File: src/rtl/multicycle_ctrl.sv
// Multi-cycle RV32I sequencer that walks each instruction through fetch, decode,
// execute, memory and writeback, driving the datapath control bundle.
module multicycle_ctrl #(
    parameter int unsigned MEM_TIMEOUT = 255,
    parameter int unsigned INSTRET_W   = 32
) (
    input  logic                 clk,
    input  logic                 reset,
    input  logic [31:0]          instr,
    input  logic                 br_taken,
    input  logic                 mem_ready,
    output logic                 mem_req,
    output logic                 irwrite,
    output logic                 pcwrite,
    output logic                 branch,
    output logic                 jump,
    output logic                 jalr,
    output logic                 memtoreg,
    output logic                 memwrite,
    output logic                 pcsrc,
    output logic                 alusrc,
    output logic                 regwrite,
    output logic                 auipc,
    output logic                 lui,
    output logic [2:0]           alucontrol,
    output logic                 alu_sub,
    output logic                 illegal,
    output logic                 bus_err,
    output logic [3:0]           state_o,
    output logic [INSTRET_W-1:0] instret
);

    localparam int unsigned CNT_W = (MEM_TIMEOUT > 1) ? $clog2(MEM_TIMEOUT + 1) : 1;

    localparam logic [6:0] OP_LOAD   = 7'b0000011;
    localparam logic [6:0] OP_STORE  = 7'b0100011;
    localparam logic [6:0] OP_RTYPE  = 7'b0110011;
    localparam logic [6:0] OP_ITYPE  = 7'b0010011;
    localparam logic [6:0] OP_BRANCH = 7'b1100011;
    localparam logic [6:0] OP_JAL    = 7'b1101111;
    localparam logic [6:0] OP_JALR   = 7'b1100111;
    localparam logic [6:0] OP_LUI    = 7'b0110111;
    localparam logic [6:0] OP_AUIPC  = 7'b0010111;
    localparam logic [6:0] OP_FENCE  = 7'b0001111;

    typedef enum logic [3:0] {
        S_IDLE   = 4'd0,
        S_FETCH  = 4'd1,
        S_DECODE = 4'd2,
        S_ADDR   = 4'd3,
        S_MEMRD  = 4'd4,
        S_WBMEM  = 4'd5,
        S_MEMWR  = 4'd6,
        S_EXEC   = 4'd7,
        S_BRANCH = 4'd8,
        S_JUMP   = 4'd9,
        S_UPPER  = 4'd10,
        S_TRAP   = 4'd11
    } state_t;

    state_t           state;
    state_t           state_next;
    logic [CNT_W-1:0] wait_cnt;
    logic             mem_state;
    logic             timeout_hit;
    logic [6:0]       op;
    logic [2:0]       funct3;
    logic             funct7_b5;
    logic             unused_instr;

    assign op           = instr[6:0];
    assign funct3       = instr[14:12];
    assign funct7_b5    = instr[30];
    assign unused_instr = ^{instr[31], instr[29:15], instr[11:7]};
    assign state_o      = state;

    // A late mem_ready on the final allowed cycle wins over the timeout.
    assign mem_state   = (state == S_FETCH) || (state == S_MEMRD) || (state == S_MEMWR);
    assign timeout_hit = mem_state && !mem_ready && (MEM_TIMEOUT != 0)
                         && ((32'(wait_cnt) + 32'd1) == MEM_TIMEOUT);

    // State register
    always_ff @(posedge clk or posedge reset) begin
        if (reset) state <= S_IDLE;
        else       state <= state_next;
    end

    // Next-state logic
    always_comb begin
        state_next = state;
        case (state)
            S_IDLE:   state_next = S_FETCH;
            S_FETCH: begin
                if (mem_ready)        state_next = S_DECODE;
                else if (timeout_hit) state_next = S_TRAP;
            end
            S_DECODE: begin
                case (op)
                    OP_LOAD, OP_STORE:  state_next = S_ADDR;
                    OP_RTYPE, OP_ITYPE: state_next = S_EXEC;
                    OP_BRANCH:          state_next = S_BRANCH;
                    OP_JAL, OP_JALR:    state_next = S_JUMP;
                    OP_LUI, OP_AUIPC:   state_next = S_UPPER;
                    OP_FENCE:           state_next = S_FETCH;
                    default:            state_next = S_TRAP;
                endcase
            end
            S_ADDR:   state_next = (op == OP_STORE) ? S_MEMWR : S_MEMRD;
            S_MEMRD: begin
                if (mem_ready)        state_next = S_WBMEM;
                else if (timeout_hit) state_next = S_TRAP;
            end
            S_WBMEM:  state_next = S_FETCH;
            S_MEMWR: begin
                if (mem_ready)        state_next = S_FETCH;
                else if (timeout_hit) state_next = S_TRAP;
            end
            S_EXEC, S_BRANCH, S_JUMP, S_UPPER: state_next = S_FETCH;
            S_TRAP:   state_next = S_TRAP;
            default:  state_next = S_IDLE;
        endcase
    end

    // Control outputs decoded from the current state
    always_comb begin
        mem_req    = 1'b0;
        irwrite    = 1'b0;
        pcwrite    = 1'b0;
        branch     = 1'b0;
        jump       = 1'b0;
        jalr       = 1'b0;
        memtoreg   = 1'b0;
        memwrite   = 1'b0;
        pcsrc      = 1'b0;
        alusrc     = 1'b0;
        regwrite   = 1'b0;
        auipc      = 1'b0;
        lui        = 1'b0;
        alucontrol = 3'b000;
        alu_sub    = 1'b0;
        case (state)
            S_FETCH: begin
                mem_req = 1'b1;
                irwrite = mem_ready;
            end
            S_DECODE: pcwrite = (op == OP_FENCE);
            S_ADDR:   alusrc  = 1'b1;
            S_MEMRD:  mem_req = 1'b1;
            S_WBMEM: begin
                regwrite = 1'b1;
                memtoreg = 1'b1;
                pcwrite  = 1'b1;
            end
            S_MEMWR: begin
                mem_req  = 1'b1;
                memwrite = 1'b1;
                pcwrite  = mem_ready;
            end
            S_EXEC: begin
                alucontrol = funct3;
                alusrc     = (op == OP_ITYPE);
                // Immediate ops only use funct7 to pick SRAI over SRLI.
                alu_sub    = (op == OP_ITYPE) ? (funct7_b5 && (funct3 == 3'b101)) : funct7_b5;
                regwrite   = 1'b1;
                pcwrite    = 1'b1;
            end
            S_BRANCH: begin
                branch     = 1'b1;
                alucontrol = funct3;
                alu_sub    = 1'b1;
                pcwrite    = 1'b1;
                pcsrc      = br_taken;
            end
            S_JUMP: begin
                jump     = 1'b1;
                jalr     = (op == OP_JALR);
                alusrc   = (op == OP_JALR);
                regwrite = 1'b1;
                pcwrite  = 1'b1;
                pcsrc    = 1'b1;
            end
            S_UPPER: begin
                lui      = (op == OP_LUI);
                auipc    = (op == OP_AUIPC);
                alusrc   = 1'b1;
                regwrite = 1'b1;
                pcwrite  = 1'b1;
            end
            default: ;
        endcase
    end

    // Retire counter, sticky trap flags and memory wait counter
    always_ff @(posedge clk or posedge reset) begin
        if (reset) begin
            instret  <= '0;
            illegal  <= 1'b0;
            bus_err  <= 1'b0;
            wait_cnt <= '0;
        end else begin
            if (pcwrite) instret <= instret + INSTRET_W'(1);
            if ((state == S_DECODE) && (state_next == S_TRAP)) illegal <= 1'b1;
            if (timeout_hit) bus_err <= 1'b1;
            if (!mem_state || mem_ready) wait_cnt <= '0;
            else if (wait_cnt != '1)     wait_cnt <= wait_cnt + CNT_W'(1);
        end
    end

endmodule

File: config.mk
export PLATFORM = sky130hd
export DESIGN_NAME = multicycle_ctrl
export DESIGN_NICKNAME = d
export VERILOG_FILES = /design/src/rtl/multicycle_ctrl.sv
export SDC_FILE = /design/constraint.sdc
export NUM_CORES = 1
export LEC_CHECK = 0
export CAP_MARGIN = 5
export CORE_MARGIN = 8
export CORE_UTILIZATION = 46
export CTS_BUF_LIST = sky130_fd_sc_hd__clkbuf_4 sky130_fd_sc_hd__clkbuf_8 sky130_fd_sc_hd__clkbuf_16
export DETAILED_ROUTE_END_ITERATION = 16
export HOLD_SLACK_MARGIN = 0.15
export PLACE_DENSITY = 0.91
export SLEW_MARGIN = 15
export SYNTH_ARGS = -nofsm -noshare
export SYNTH_HDL_FRONTEND = slang
export SYNTH_SLANG_ARGS = --single-unit
File: constraint.sdc
create_clock -name clk -period 2.1 [get_ports clk]
set_input_delay 0.21 -clock clk [delete_from_list [all_inputs] [get_ports clk]]
set_output_delay 0.21 -clock clk [all_outputs]
set_load 0.02 [all_outputs]
==> impl_metrics.py <==
metrics = {
    "drt": {
        "wl_per_cell_um": 15.7,
        "viasPerCell": 5.35,
        "drt_iter0_drc": 102,
        "vias": 2492,
        "drc": 0,
        "route.layer.met1.wl_um": 3120,
        "wl_met3_um": 352,
        "met2_length_um": 3760,
        "postRouteAntennaNets": 0,
        "dr.pass1.iters": 4,
        "maxUsedRoutingLayer": "met4",
        "wirelength_um": 7340,
    },
    "sta": {
        "finalHoldViolations": 0,
        "final.setup.worst_slack_ns": 0.0779,
        "rsz0062_at_grt": "true",
        "finalSetupViolations": 0,
        "timing.hold.ws_ns": 0.265,
        "timing.final.crit_share_pct": 96.3,
        "slew_violations": 0,
        "worst_pin_slew_ns": 0.504,
        "fin_tns_setup_ns": 0,
        "maxSlewHeadroom_pct": 66.4,
        "fin_crit_ns": 2.02,
        "timing.fmax_ghz": 0.495,
        "finClkSkew_ns": 0.00535,
    },
    "clocking": {
        "clock_latency_ns": 0.30,
        "clk_pin_slew_ns": 0.08,
        "clock_path_buffers": 2,
        "cts_tree": "yes",
        "numCtsBuffers": 5,
        "root_buffer": "clkbuf_8",
        "numClockSinks": 46,
        "cts_max_level": 2,
    },
    "critical_path": {
        "slowest_stage": "dfrtp_1",
        "path_class": "reg2out",
        "worst_setup_path_start_kind": "flop",
        "slowest_delay_ns": 0.42,
        "critical_path_required_ns": 1.89,
        "crit_chain": "nand2b_1 -> or3_1 -> o21ai_1 -> and2_1 -> clkdlybuf4s15_2",
        "worstPathArrival_ns": 1.81,
        "worstSetupEndpointType": "output port",
        "cp_max_fo": 5,
    },
    "finish": {
        "drive_gt1_share_pct": 22.3,
        "final_nets": 429,
        "area_growth_pct": 44.1,
        "diodes": 0,
        "nFillCells": 448,
        "utilization_pct": 66.8,
    },
    "grt": {
        "antenna_found_initial": 0,
        "grt_pass1_vias": 2572,
        "grt_max_degree": 26,
        "grt_overflow_total": 0,
        "grtUsageTotal_pct": 17.5,
        "grt_pass1_wl_um": 12300,
    },
    "synth": {
        "synth_edf_count": 0,
        "yosysTopAreaCellShare_pct": 42.9,
        "netlist_top_cells_area": "dfrtp_1 (43%), xor2_1 (7.5%), nor2_1 (4.5%)",
        "ys.flop_type": "dfrtp_1",
        "syn_avg_cell_area_sq_um": 9.58,
        "synth_cell_types": 55,
        "yosys.area.top_type": "dfrtp_1",
        "synth_area_sq_um": 2680,
        "netlist_instances": 280,
        "syn_nets": 319,
        "ys_ff_latch": 46,
        "yosys_warnings": 0,
        "ys_seq_area_share_pct": 42.9,
        "async_flop_share_pct": 100,
    },
    "placed_design": {
        "gp_congestion": 0.926,
        "portBuffers": 69,
        "pre_cts_ws_ns": -0.219,
        "dpl.hpwl_um": 5600,
    },
    "floorplan": {
        "die_area_sq_um": 8530,
        "die_h_um": 92.3,
        "core-area_sq_um": 5780,
        "io_pins": 91,
        "start_util_pct": 46.4,
        "die_x_um": 92.3,
        "num_rows": 28,
    },
    "pwr": {
        "total_leakage_power_uw": 0.00181,
        "finalPower_uw": 3230,
        "vdd_ir_drop_max_mv": 0.539,
        "power.density_nw_per_um2": 835,
    },
    "run": {
        "maxCapViolCount": 0,
    },
    "outcome": {
        "status": "finished clean",
    },
    "min_path": {
        "hp-class": "in2async",
    },
}
[final timing paths]
check / start / end / slack (ns) / cells past startpoint
min reg2reg: bus_err / bus_err / 0.47 / 1
max in group asynchronous: reset / instret[26] / 1.26 / 3
min: reset / wait_cnt[4] / 0.27 / 2
max reg2reg: state_o[2] / instret[20] / 0.09 / 8
min in group clk: bus_err / bus_err / 0.47 / 1
max: state_o[2] / alucontrol[2] / 0.08 / 5
[Yosys cell counts (all sizes together), types with 7 or more instances]
| cell type | number |
|---|---|
| nand2 | 23 |
| nor3 | 16 |
| nand4 | 7 |
| nand2b | 10 |
| xor2 | 23 |
| and3 | 7 |
| dfrtp | 46 |
| o21ai | 8 |
| nand3 | 16 |
| nor2 | 32 |
| a21oi | 8 |
| inv | 10 |
| xnor2 | 12 |
[cells by family after synthesis]
group | share of synthesized area [%]
AND/OR/NAND/NOR | 30.4
buffers and inverters | 3.31
AO/OA/AOI/OAI | 9.33
multiplexers | 1.21
flip-flops | 42.9
adder cells (fa/ha/maj) | 1.40
XOR/XNOR | 11.4
[cell type report]
type	instances	area (sq um)	area share, %
tap	75	93.8	2.43
inverter	10	37.5	0.972
clock buffer	7	96.3	2.49
clock inverter	1	8.76	0.227
multi-input combinational	215	1490	38.5
sequential	46	1150	29.9
timing repair buffer	112	985	25.5
[layer usage]
| layer | GRT usage (%) | vias up |
|---|---|---|
| met4 | 5.64 | 0 |
| met3 | 3.88 | 9 |
| met1 | 20.7 | 1220 |
| met5 | 0 | - |
| met2 | 30.7 | 68 |
| li1 | - | 1195 |
[registers in the layout, summed over array words and instances, names as in the netlist]
register / flops
instret: 32
wait_cnt: 8
state_o: 4
bus_err: 1
illegal: 1
[per-stage QoR]
stage	instance area, sq um	std cells
3_5_place_dp	3710	455
4_1_cts	3830	464
3_3_place_gp	3710	455
5_1_grt	3860	466
2_1_floorplan	2680	280
6_report	3860	466
[where the power goes]
group / switching [uW] / internal, uW / leakage, uW
clock network: 297 / 302 / 0.0000544
registers: 186 / 994 / 0.000589
logic: 742 / 704 / 0.00116
[repair_timing]
action | in CTS | in global routing
endpoints found under the setup margin | 17 | 14
buffers inserted | 1 | 2
pin swaps | 0 | 2
hold buffers | 0 | 0
resized for setup | 24 | 17
[critical path: cells and delay by family (launching register included)]
family / cells / cell delay, ns
and+or+nand+nor: 3 / 0.69
DFF: 1 / 0.42
AOI/OAI and AO/OA: 1 / 0.13
buffers and inverters: 1 / 0.26
[placed cells by master (no fill, tap or decap), types with 3 or more instances in the layout]
cell type,Yosys,layout
nand3_1,15,15
xnor2_1,12,12
a41oi_1,3,3
ha_1,3,3
and3_1,6,6
clkbuf_2,0,5
nor3_1,13,11
dfrtp_1,46,43
inv_1,10,9
and2_1,5,5
dfrtp_2,0,3
xor2_1,23,23
nand4_1,6,6
nor2_1,32,31
clkdlybuf4s50_1,0,53
nand2b_1,10,10
clkbuf_8,0,7
buf_4,0,43
nand2_1,23,23
a21oi_1,8,7
nor3_2,3,5
dlygate4sd2_1,0,8
nor4b_1,3,3
o21ai_0,6,5
Power figures use the tool's default switching activity.
==> patch 1: new RTL, config.mk and constraints unchanged <==
`INSTRET_W`: 32 -> 48.
--- a/src/rtl/multicycle_ctrl.sv
+++ b/src/rtl/multicycle_ctrl.sv
@@ -4,3 +4,3 @@
     parameter int unsigned MEM_TIMEOUT = 255,
-    parameter int unsigned INSTRET_W   = 32
+    parameter int unsigned INSTRET_W   = 48
 ) (
Interface: changed (resized instret); port bits go from 91 to 107. The function was not compared with the original's and may differ.
==> patch 1 against the original RTL <==
  * The flow now finishes with violations (setup timing)
  * Register-to-register slack worse by 0.45 ns
  * Highest routed layer unchanged
  * Area after synthesis is 25% higher
  * Largest power group unchanged
  * Total power is 45% higher
  * Clock skew is 0.0041 ns higher
  * Setup slack worse by 0.44 ns
  * Via count is 37% higher
  * Wire length is 62% higher
  * Sequential share of layout area is 1.2 points lower
  * Sequential cell count is 16 higher
  * Non-clock buffer count is 36 higher
  * Design area is 40% higher
==> patch 1: results (changes against the original RTL) <==
stage,metric,value,unit,change
layout,largest_reg_flops,48,,was 32
yosys,ys_types,48,,was 55
yosys,synthXorXnorAreaFrac,0.139,,was 0.114
global_route,track_usage,0.213,,was 0.175
min_path,hold_path.class,register to register,,was input pin to async pin
worst_setup_path,critPathMaxStageDelay,0.59,ns,was 0.42 ns
yosys,synth_area_leaders,"dfrtp_1, xnor2_1, xor2_1, nand2_1, nor2_1",,"was dfrtp_1, xor2_1, nor2_1, xnor2_1, nand2_1"
outcome,outcome,"complete, but fails checks",,was completed
layout,fin_nets,540,,was 429
layout,drive_gt1_frac,0.308,,was 0.223
global_route,grt_pass1_vias,3452,,was 2572
timing,worst_slack,-0.365,ns,was 0.0779 ns
timing,setup_violations,46,,was 0
drt,avgRoutedWirePerCell,19.6,um,was 15.7 um
yosys,yosysSeqAreaShare,0.464,,was 0.429
clock_tree,cts_inserted_buffers,9,,was 5
drt,detail_route.first_pass.iterations,5,,was 4
yosys,syn-num-nets,394,,was 319
place,gp_congestion,0.914,,was 0.926
timing,slew_headroom,0.680,,was 0.664
drt,via_per_inst,5.63,,was 5.35
yosys,synth_common_cells,"dfrtp_1, nand2_1, nor2_1",,"was dfrtp_1, nor2_1, nand2_1, xor2_1, nand3_1"
place,place.port_buffers,85,,was 69
timing,finClkSkew,0.00943,ns,was 0.00535 ns
global_route,grt_pass1_wl,17100,um,was 12300 um
layout,num-fill-cells,433,,was 448
outcome,violations,setup timing,,
yosys,synthAdderAreaFrac,0.0112,,was 0.0140
clock_tree,clock_latency,0.35,ns,was 0.30 ns
clock_tree,htree_num_levels,3,,was 2
yosys,synth-compound-area-share,0.0893,,was 0.0933
global_route,grt_max_degree,35,,was 26
pwr,p_leak,2.40,nW,was 1.81 nW
place,hpwl,7380,um,was 5600 um
worst_setup_path,critPathSlowestCell,or4b_4,,was dfrtp_1
pwr,irDropWorstVdd,0.000756,V,was 0.000539 V
## patch 1: cell count changes in the layout (fill, tap and decap cells not counted), moves of 7 or more
cell / change
buf_4: +11
buf_6: +7
clkdlybuf4s50_1: +15
dfrtp_1: +18
nand2_1: +8
nor2_1: -13
nor2_4: +14
xnor2_1: +13
xnor2_2: +8
## patch 1: kinds of logic after synthesis
kind of cell,Yosys count
XOR/XNOR,53
buffers and inverters,24
AND/OR/NAND/NOR,167
multiplexers,3
adder cells (fa/ha/maj),3
flip-flops,62
AO/OA/AOI/OAI,43
## patch 1: metal layers
layer,share of wire,up-vias,global-route usage
met5,0,-,0
met1,0.38,1720,0.233
met4,0.022,0,0.0859
li1,-,1523,-
met2,0.54,136,0.390
met3,0.053,26,0.0454
## patch 1: final timing paths
check / start / endpoint / slack, ns / cells past startpoint
setup / recovery: state_o[0] / instret[47] / -0.36 / 7
hold / removal: illegal / illegal / 0.49 / 1
setup reg to reg: state_o[0] / instret[47] / -0.36 / 7
max in group asynchronous: reset / instret[37] / 0.87 / 4
hold reg to reg: illegal / illegal / 0.49 / 1
min in group asynchronous: reset / state_o[1] / 0.69 / 3
## patch 1: layout make-up
| cell class | instances | area (sq um) | share of cell area |
|---|---|---|---|
| clock inverters | 7 | 123 | 0.0227 |
| well taps | 99 | 124 | 0.0229 |
| repair buffers | 148 | 1340 | 0.248 |
| inverters | 11 | 41.3 | 0.00763 |
| multi-input cells | 269 | 2100 | 0.389 |
| clock buffers | 9 | 124 | 0.0229 |
| flip-flops and latches | 62 | 1550 | 0.287 |
## patch 1: power breakdown
part	switching, mW	leakage [nW]	internal [mW]	total (mW)
Combinational	1.10	1.45	0.869	1.97
Sequential	0.0683	0.828	1.30	1.37
Clock	0.540	0.116	0.792	1.33
Total	1.70	2.40	2.96	4.66
## patch 1: critical path: cells and delay by family, from the launching register on
kind                      cells  cell delay, ns
DFF                           1            0.38
and+or+nand+nor               4            1.37
xor gates and xnor gates      1            0.20
AOI/OAI and AO/OA             1            0.27
buffers and inverters         1            0.16
## patch 1: stage by stage
step                      setup TNS [ns]   util  instances  worst slack, ns  instance area (sq um)
after floorplan                    -8.79      -        355           -0.344                   3370
after global placement            -20.43  0.655        576           -0.558                   4680
after detailed placement          -22.30  0.655        576           -0.611                   4680
after CTS                          -8.77  0.725        601           -0.332                   5170
after global routing              -14.01  0.758        605           -0.410                   5410
final                             -11.60  0.758        605           -0.365                   5410
## patch 1: timing repair
| action | 4_1_cts | 5_1_grt |
|---|---|---|
| setup endpoints to repair | 59 | 61 |
| hold buffers | 1 | 0 |
| buffers inserted | 8 | 4 |
| pin swaps | 22 | 17 |
| gates resized for setup | 78 | 53 |
| endpoints found under the hold margin | 11 | 0 |
==> patch 2: new RTL, same settings <==
Made on the original files. Make the reset (`reset`) synchronous in 2 clocked blocks.
--- a/src/rtl/multicycle_ctrl.sv
+++ b/src/rtl/multicycle_ctrl.sv
@@ -82,3 +82,3 @@
     // State register
-    always_ff @(posedge clk or posedge reset) begin
+    always_ff @(posedge clk) begin
         if (reset) state <= S_IDLE;
@@ -193,3 +193,3 @@
     // Retire counter, sticky trap flags and memory wait counter
-    always_ff @(posedge clk or posedge reset) begin
+    always_ff @(posedge clk) begin
         if (reset) begin
Behaviour: differs if reset is asserted again (counterexample within 4 cycles, from zero or initial values and one cycle with reset high); with reset held inactive, the same outputs for 10 cycles.
==> patch 2 against the original RTL <==
  * Hold slack better by 0.19 ns
  * Area after synthesis down 1.6%
  * Setup slack better by 0.00051 ns
  * Design area down 3.5%
  * First-iteration DRC count up 68%
  * Non-clock buffer count down 8
  * Highest routed layer unchanged
  * Wire length up 2.5%
  * Sequential cell count unchanged
  * Register-to-register slack better by 0.09 ns
Power is not compared: it rests on default switching activity, and its combinational part moved more than twofold at a synthesized area within 25%.
==> patch 2: results (changes against the original RTL) <==
stage,metric,value,unit,change
global_route,gr-usage-met2,0.302,,was 0.307
yosys,synth_common_cells,"dfxtp_1, a21oi_1, nor2_1",,"was dfrtp_1, nor2_1, nand2_1, xor2_1, nand3_1"
global_route,track_usage,0.171,,was 0.175
timing,finClkSkew,0.00918,ns,was 0.00535 ns
global_route,grt_max_degree,33,,was 26
worst_setup_path,r2r_end,instret[29],,was instret[20]
worst_setup_path,r2r_cells,6,,was 8
floorplanning,fp.dieW,91.7,um,was 92.3 um
layout,fin_nets,460,,was 429
yosys,ys_types,54,,was 55
outcome,outcome,completed,,unchanged
drt,avgRoutedWirePerCell,15.2,um,was 15.7 um
global_route,grt_use_met3,0.0456,,was 0.0388
layout,drive_gt1_frac,0.156,,was 0.223
clock_tree,cts_setup_buffers,0,,was 1
drt,met2_length,3780,um,was 3760 um
yosys,synth-main-ff-cell,dfxtp_1,,was dfrtp_1
drt,drtIter0Drc,171,,was 102
timing,slew_headroom,0.718,,was 0.664
place,hpwl,5520,um,was 5600 um
drt,met1_length,3270,um,was 3120 um
clock_tree,post_cts_resized,17,,was 24
global_route,grt_use_met1,0.197,,was 0.207
yosys,yosysSeqAreaShare,0.349,,was 0.429
yosys,synth_area_leaders,"dfxtp_1, a21oi_1, xor2_1, nor2_1, nand2_1",,"was dfrtp_1, xor2_1, nor2_1, xnor2_1, nand2_1"
place,gp_congestion,0.829,,was 0.926
drt,wl_met3,395,um,was 352 um
worst_setup_path,reg2reg_from,state_o[2],,unchanged
[patch 2: final cells by class]
| cell class | instances | area (sq um) |
|---|---|---|
| multi-input combinational | 252 | 1630 |
| fill | 455 | 1810 |
| clock inverter | 2 | 13.8 |
| sequential | 46 | 928 |
| clock buffer | 6 | 76.3 |
| tap | 72 | 90.1 |
| timing repair buffer | 104 | 946 |
| inverter | 12 | 45.0 |
[patch 2: kinds of logic (layout without fill, tap and decap cells)]
family          after synthesis  after routing  synth area share
mux                           1              1           0.00379
fa+ha+maj                     3              3            0.0142
flops                        46             46             0.349
compound gates               91             91             0.219
xor+xnor                     17             17            0.0564
buf+inv                      31            124            0.0512
simple gates                140            140             0.306
[patch 2: worst max-delay path by stage]
stage	slack [ns]	cells past startpoint	endpoint	from
4_1_cts	0.002	7	alu_sub	instr[6]
2_1_floorplan	0.02	5	alusrc	state_o[0]
3_3_place_gp	-0.24	6	alusrc	instr[6]
3_5_place_dp	-0.29	6	auipc	instr[6]
5_1_grt	0.008	7	alu_sub	instr[6]
6_report	0.08	6	alucontrol[2]	state_o[2]
[patch 2: critical path, stage by stage, from the launching register on]
cell,delay (ns)
dfxtp_1,0.36
buf_4,0.17
nand2b_2,0.14
nor2_1,0.07
or2_2,0.29
and2_1,0.16
dlygate4sd2_1,0.32
[patch 2: per-stage QoR]
step / cell area [sq um] / TNS (ns) / setup WS [ns] / utilization / instances
floorplan: 2640 / 0 / 0.0217 / - / 329
global placement: 3580 / -2.86 / -0.243 / 0.647 / 485
detailed placement: 3580 / -4.76 / -0.288 / 0.647 / 485
CTS: 3670 / 0 / 0.00191 / 0.662 / 493
global route: 3730 / 0 / 0.00824 / 0.673 / 494
finish: 3730 / 0 / 0.0785 / 0.673 / 494
